### config.mk
export PLATFORM = sky130hd
export DESIGN_NAME = bolme_birimi
export DESIGN_NICKNAME = d
export VERILOG_FILES = /design/src/rtl/bolme_birimi_pkg.sv /design/src/rtl/bolme_birimi_adimi.sv /design/src/rtl/bolme_birimi.sv
export SDC_FILE = /design/constraint.sdc
export NUM_CORES = 1
export LEC_CHECK = 0
export CORE_MARGIN = 2
export CORE_UTILIZATION = 50
export CTS_BUF_LIST = sky130_fd_sc_hd__clkbuf_8
export DETAILED_ROUTE_END_ITERATION = 7
export PLACE_DENSITY = 0.68
export SLEW_MARGIN = 30
export SYNTH_ARGS = -nofsm -noshare
export SYNTH_HDL_FRONTEND = slang
export SYNTH_SLANG_ARGS = --single-unit
export TNS_END_PERCENT = 1
### constraint.sdc
create_clock -name clk_i -period 11.4 [get_ports clk_i]
set_input_delay 1.14 -clock clk_i [delete_from_list [all_inputs] [get_ports clk_i]]
set_output_delay 1.14 -clock clk_i [all_outputs]
set_load 0.01 [all_outputs]
### src/rtl/bolme_birimi_pkg.sv
// Shared definitions for the RV32M divider: operation encodings, FSM states,
// default operand width and small operation-decoding helpers.
`timescale 1ns/1ps
package bolme_birimi_pkg;

  localparam int BOLME_GENISLIK = 32;

  localparam logic [1:0] BOLME_DIV  = 2'b00;
  localparam logic [1:0] BOLME_DIVU = 2'b01;
  localparam logic [1:0] BOLME_REM  = 2'b10;
  localparam logic [1:0] BOLME_REMU = 2'b11;

  typedef enum logic [1:0] {
    BOSTA   = 2'b00,
    HESAPLA = 2'b01,
    BITTI   = 2'b10
  } durum_t;

  // DIV and REM treat their operands as two's-complement numbers
  function automatic logic isaretli_islem(input logic [1:0] islem);
    return ~islem[0];
  endfunction

  // REM and REMU return the remainder instead of the quotient
  function automatic logic kalan_islem(input logic [1:0] islem);
    return islem[1];
  endfunction

endpackage

### src/rtl/bolme_birimi_adimi.sv
// One restoring-division step: shift {kalan,bolum} left, subtract the divisor
// when it fits, and shift the resulting quotient bit in.
`timescale 1ns/1ps
module bolme_adimi #(
  parameter int W = 32
) (
  input  logic [W-1:0] kalan,
  input  logic [W-1:0] bolum,
  input  logic [W-1:0] bolen,
  output logic [W-1:0] kalan_n,
  output logic [W-1:0] bolum_n
);

  logic [W:0] kaydirilmis;
  logic       yeter;

  // The shifted remainder needs W+1 bits, but once the divisor fits the
  // difference is below the divisor, so a W-bit subtraction is exact.
  always_comb begin
    kaydirilmis = {kalan, bolum[W-1]};
    yeter       = (kaydirilmis >= {1'b0, bolen});
    if (yeter) begin
      kalan_n = kaydirilmis[W-1:0] - bolen;
    end else begin
      kalan_n = kaydirilmis[W-1:0];
    end
    bolum_n = {bolum[W-2:0], yeter};
  end

endmodule

### src/rtl/bolme_birimi.sv
// Multi-cycle RV32M divider (DIV/DIVU/REM/REMU) for the YURUT stage: radix-2
// restoring, one quotient bit per cycle, single-cycle special cases.
`timescale 1ns/1ps
module bolme_birimi
  import bolme_birimi_pkg::*;
#(
  parameter int VERI_BIT = BOLME_GENISLIK
) (
  input  logic                clk_i,
  input  logic                rst_i,
  input  logic                basla_i,
  input  logic [1:0]          islem_i,
  input  logic [VERI_BIT-1:0] bolunen_i,
  input  logic [VERI_BIT-1:0] bolen_i,
  input  logic                durdur_i,
  input  logic                iptal_i,
  output logic                hazir_o,
  output logic [VERI_BIT-1:0] sonuc_o
);

  localparam int SW = $clog2(VERI_BIT);
  localparam logic [VERI_BIT-1:0] SIFIR     = {VERI_BIT{1'b0}};
  localparam logic [VERI_BIT-1:0] BIR       = {{(VERI_BIT-1){1'b0}}, 1'b1};
  localparam logic [VERI_BIT-1:0] TUM_BIR   = {VERI_BIT{1'b1}};
  localparam logic [VERI_BIT-1:0] EN_KUCUK  = {1'b1, {(VERI_BIT-1){1'b0}}};
  localparam logic [SW-1:0]       SAYAC_BIR = {{(SW-1){1'b0}}, 1'b1};
  localparam logic [SW-1:0]       SAYAC_SON = SW'(VERI_BIT - 1);

  durum_t              durum;
  logic [SW-1:0]       sayac;
  logic [1:0]          islem;
  logic [VERI_BIT-1:0] kalan;
  logic [VERI_BIT-1:0] bolum;
  logic [VERI_BIT-1:0] bolen;
  logic                bolum_isaret;
  logic                kalan_isaret;

  logic [VERI_BIT-1:0] kalan_n;
  logic [VERI_BIT-1:0] bolum_n;
  logic                isaretli;
  logic                sifir_bolen;
  logic                tasma;
  logic [VERI_BIT-1:0] mutlak_a;
  logic [VERI_BIT-1:0] mutlak_b;
  logic [VERI_BIT-1:0] ozel_sonuc;
  logic [VERI_BIT-1:0] secilen;
  logic                negatif;
  logic [VERI_BIT-1:0] son_deger;

  bolme_adimi #(.W(VERI_BIT)) u_adim (
    .kalan   (kalan),
    .bolum   (bolum),
    .bolen   (bolen),
    .kalan_n (kalan_n),
    .bolum_n (bolum_n)
  );

  // Start-cycle decode: operand magnitudes and the two single-cycle cases
  always_comb begin
    isaretli    = isaretli_islem(islem_i);
    sifir_bolen = (bolen_i == SIFIR);
    tasma       = isaretli && (bolunen_i == EN_KUCUK) && (bolen_i == TUM_BIR);
    if (isaretli && bolunen_i[VERI_BIT-1]) begin
      mutlak_a = ~bolunen_i + BIR;
    end else begin
      mutlak_a = bolunen_i;
    end
    if (isaretli && bolen_i[VERI_BIT-1]) begin
      mutlak_b = ~bolen_i + BIR;
    end else begin
      mutlak_b = bolen_i;
    end
    if (sifir_bolen) begin
      ozel_sonuc = kalan_islem(islem_i) ? bolunen_i : TUM_BIR;
    end else if (tasma) begin
      ozel_sonuc = kalan_islem(islem_i) ? SIFIR : EN_KUCUK;
    end else begin
      ozel_sonuc = SIFIR;
    end
  end

  // Final-step result: pick quotient or remainder and restore its sign
  always_comb begin
    secilen = kalan_islem(islem) ? kalan_n : bolum_n;
    negatif = isaretli_islem(islem) && (kalan_islem(islem) ? kalan_isaret : bolum_isaret);
    if (negatif) begin
      son_deger = ~secilen + BIR;
    end else begin
      son_deger = secilen;
    end
  end

  // Ready seen by the pipeline; held high through reset so no stall leaks out
  always_comb begin
    if (rst_i) begin
      hazir_o = 1'b1;
    end else begin
      case (durum)
        BOSTA:   hazir_o = ~basla_i;
        HESAPLA: hazir_o = 1'b0;
        BITTI:   hazir_o = 1'b1;
        default: hazir_o = 1'b1;
      endcase
    end
  end

  // Divider FSM; flush outranks everything but reset and leaves sonuc_o alone
  always_ff @(posedge clk_i or posedge rst_i) begin
    if (rst_i) begin
      durum        <= BOSTA;
      sayac        <= {SW{1'b0}};
      islem        <= 2'b00;
      kalan        <= SIFIR;
      bolum        <= SIFIR;
      bolen        <= SIFIR;
      bolum_isaret <= 1'b0;
      kalan_isaret <= 1'b0;
      sonuc_o      <= SIFIR;
    end else if (iptal_i) begin
      durum <= BOSTA;
      sayac <= {SW{1'b0}};
    end else begin
      case (durum)
        BOSTA: begin
          if (basla_i) begin
            islem        <= islem_i;
            bolum_isaret <= bolunen_i[VERI_BIT-1] ^ bolen_i[VERI_BIT-1];
            kalan_isaret <= bolunen_i[VERI_BIT-1];
            if (sifir_bolen || tasma) begin
              sonuc_o <= ozel_sonuc;
              durum   <= BITTI;
            end else begin
              bolum <= mutlak_a;
              bolen <= mutlak_b;
              kalan <= SIFIR;
              sayac <= SAYAC_SON;
              durum <= HESAPLA;
            end
          end
        end
        HESAPLA: begin
          kalan <= kalan_n;
          bolum <= bolum_n;
          if (sayac == {SW{1'b0}}) begin
            sonuc_o <= son_deger;
            durum   <= BITTI;
          end else begin
            sayac <= sayac - SAYAC_BIR;
          end
        end
        BITTI: begin
          if (!durdur_i) begin
            durum <= BOSTA;
          end
        end
        default: durum <= BOSTA;
      endcase
    end
  end

endmodule

==> impl_metrics.ini <==
[floorplan]
dieHeight_um = 153
io_pins = 104
die_w_um = 153
start_util_pct = 51.1
rows = 54
die_area_um2 = 23500
coreArea_um2 = 21800

[cells_and_area]
final_common_cell = nand2_1
drive_above_1_share_pct = 6.55
layout-area-overhead-vs-synth_pct = 13.0
antenna_cells = 0
multi_input_area_um2 = 7070
final_cell_mix = nand2_1 (173), a21oi_1 (152), o21ai_0 (148)
fin_nets = 1577
fillCellCount = 2054
regArea_um2 = 3480
design_area_um2 = 12600

[power_and_ir_drop]
seqPwrFrac_pct = 34.3
sw_frac_of_total_pct = 42.0
intPower_mw = 1.19
power_frac_clock_pct = 18.2
ir_drop_v = 0.000130
p_comb_share_pct = 47.5
p_leak_nw = 5.18
p_per_area_nw_per_um2 = 162
switchingPower_mw = 0.858

[sta]
period_share_pct = 47.0
setup_viol = 0
hold_violations = 0
fmax_ghz = 0.187
min_period_ps = 5350
finClkSkew_ps = 14.5
worst_pin_slew_ps = 965
relSlewSlack_pct = 35.6
rsz0062_at_grt = false
slew_violations = 0
tns_ps = 0

[setup_path]
critPathArrivalTime_ps = 5670
crit_path_end_kind = flip-flop
crit_type = flip-flop to flip-flop
cp-startpoint = kalan[14]
r2r-end = sonuc_o[30]
r2r_setup_slack_ps = 6050
critPathRequiredTime_ps = 11720
r2r_start = kalan[14]
crit_end = sonuc_o[30]
crit_fanout = 13
start_kind = flip-flop
reg2reg_depth = 17

[synthesis]
syn_inst = 1426
yosys_register_bits = 139
yosysSeqAreaShare_pct = 31.2
yosysWarningCount = 0
synthFlopType = dfrtp_1
synth_edf_count = 0
async_flop_share_pct = 100
avgSynthCellArea_um2 = 7.82
synthesis.nets = 1536
syn_area_um2 = 11100
synth.distinct_cells = 94

[placed_design]
globalplace.congestion = 0.937
io_buffers = 103
dp_hpwl_um = 25000
placed_area_um2 = 12200

[clock_network]
cts.sinks = 139
cts_max_path_buffers = 2
cts-resized-gates = 0
insertion_delay_ps = 470
htree_levels = 4
cts-hold-fix-buffers = 0
cts_setup_buffers = 0
cts_made_buffers = 17
ctsRootBufferMaster = clkbuf_8
clk_pin_slew_ps = 90
cts_tree = built

[route]
routed_via_density = 6.18
ant_nets = 0
detail_route.wl_per_cell_um = 19.0
via_count = 10900
dr.pass1.iters = 6
finalWirelength_um = 33500
drt_iter0_markers = 886
drc = 0

[global_route]
overflow = 0
grt_max_degree = 97
first_global_vias = 10400
globalRouteTotalUtil_pct = 28.6
grt_pass1_wl_um = 54400
antenna_found_initial = 0

[min_path]
hold_class = flip-flop to flip-flop

[outcome]
status = complete, no violations

[job]
maxCapViolations = 0
[synth_stat cells, types with 16 or more instances]
master    number  area, um2
and3_1        19        119
nor2_1       134        503
nand2_1      173        649
xor2_1        40        350
inv_1         58        218
a21o_1        18        135
xnor2_1       56        490
clkbuf_1      63        236
a21oi_1      152        761
nand3_1       17       85.1
mux2i_1       18        180
ha_1          38        475
o21ai_0      148        741
dfrtp_1      139       3480
nor3_1        30        150
buf_2         16       80.1
nand4_1       22        138
a31oi_1       43        269
[state kept, by name (all words and copies together), names as in the netlist]
signal and count:
sayac 5, islem 2, sonuc_o 32, kalan 32, bolen 32, bolum_isaret 1, kalan_isaret 1, durum 2
bolum 32
[worst max-delay path, stage by stage (launching register included)]
cell       delay [ps]
dfrtp_1           420
ha_1              590
nand4_4           160
or2_4             300
a2111oi_4         440
o31ai_4           160
buf_4             220
a31o_2            250
o22ai_1           260
ha_1              250
o311ai_0          130
a211oi_1          290
nand4_1           220
nor4_2            660
nand3_1           210
nor4_1            280
mux2i_1           230
a31oi_1           100
[power by group through the flow]
stage | logic [mW] | clock network (mW) | registers (mW)
after floorplan | 0.645 | 0 | 0.713
after global placement | 0.953 | 0 | 0.707
after detailed placement | 0.965 | 0 | 0.710
after CTS | 0.969 | 0.379 | 0.701
after global routing | 1.08 | 0.399 | 0.719
final | 0.971 | 0.372 | 0.700
[final cells by class]
type / count / area share [%]
inverter: 58 / 1.77
multi-input combinational: 1136 / 56.1
tap: 280 / 2.78
clock inverter: 12 / 0.606
clock buffer: 20 / 2.19
timing repair buffer: 115 / 8.93
sequential: 139 / 27.6
[through the flow]
stage          hold slack, ps  power (mW)  std cells  utilization [%]  setup WS [ps]
3_5_place_dp              480        1.67       1728             56.1           6010
2_1_floorplan             449        1.36       1426                -           6540
5_1_grt                   529        2.20       1760             57.7           5630
6_report                  493        2.04       1760             57.7           6050
4_1_cts                   497        2.05       1760             57.7           6080
3_3_place_gp              472        1.66       1728             56.1           6050
[worst min-delay path by stage]
stage                startpoint     endpoint  depth (start not counted)
global route        sonuc_o[17]  sonuc_o[17]                          2
floorplan              sayac[3]     sayac[3]                          1
detailed placement     sayac[3]     sayac[3]                          1
finish                 sayac[3]     sayac[3]                          1
global placement       sayac[3]     sayac[3]                          1
CTS                    sayac[3]     sayac[3]                          1
[routing by layer]
| metal | global-route usage [%] | part of all wire [%] |
|---|---|---|
| met1 | 38.1 | 43 |
| met2 | 47.7 | 49 |
| met3 | 4.31 | 5.3 |
| met4 | 9.65 | 2.9 |
| met5 | 0 | 0 |
[kinds of logic after synthesis]
family	synth area share (%)
xor gates and xnor gates	7.54
muxes	2.32
and+or+nand+nor	20.8
DFF	31.2
AOI/OAI and AO/OA	28.0
adders and majority gates	4.44
buffers and inverters	5.70
Power figures use the tool's default switching activity.
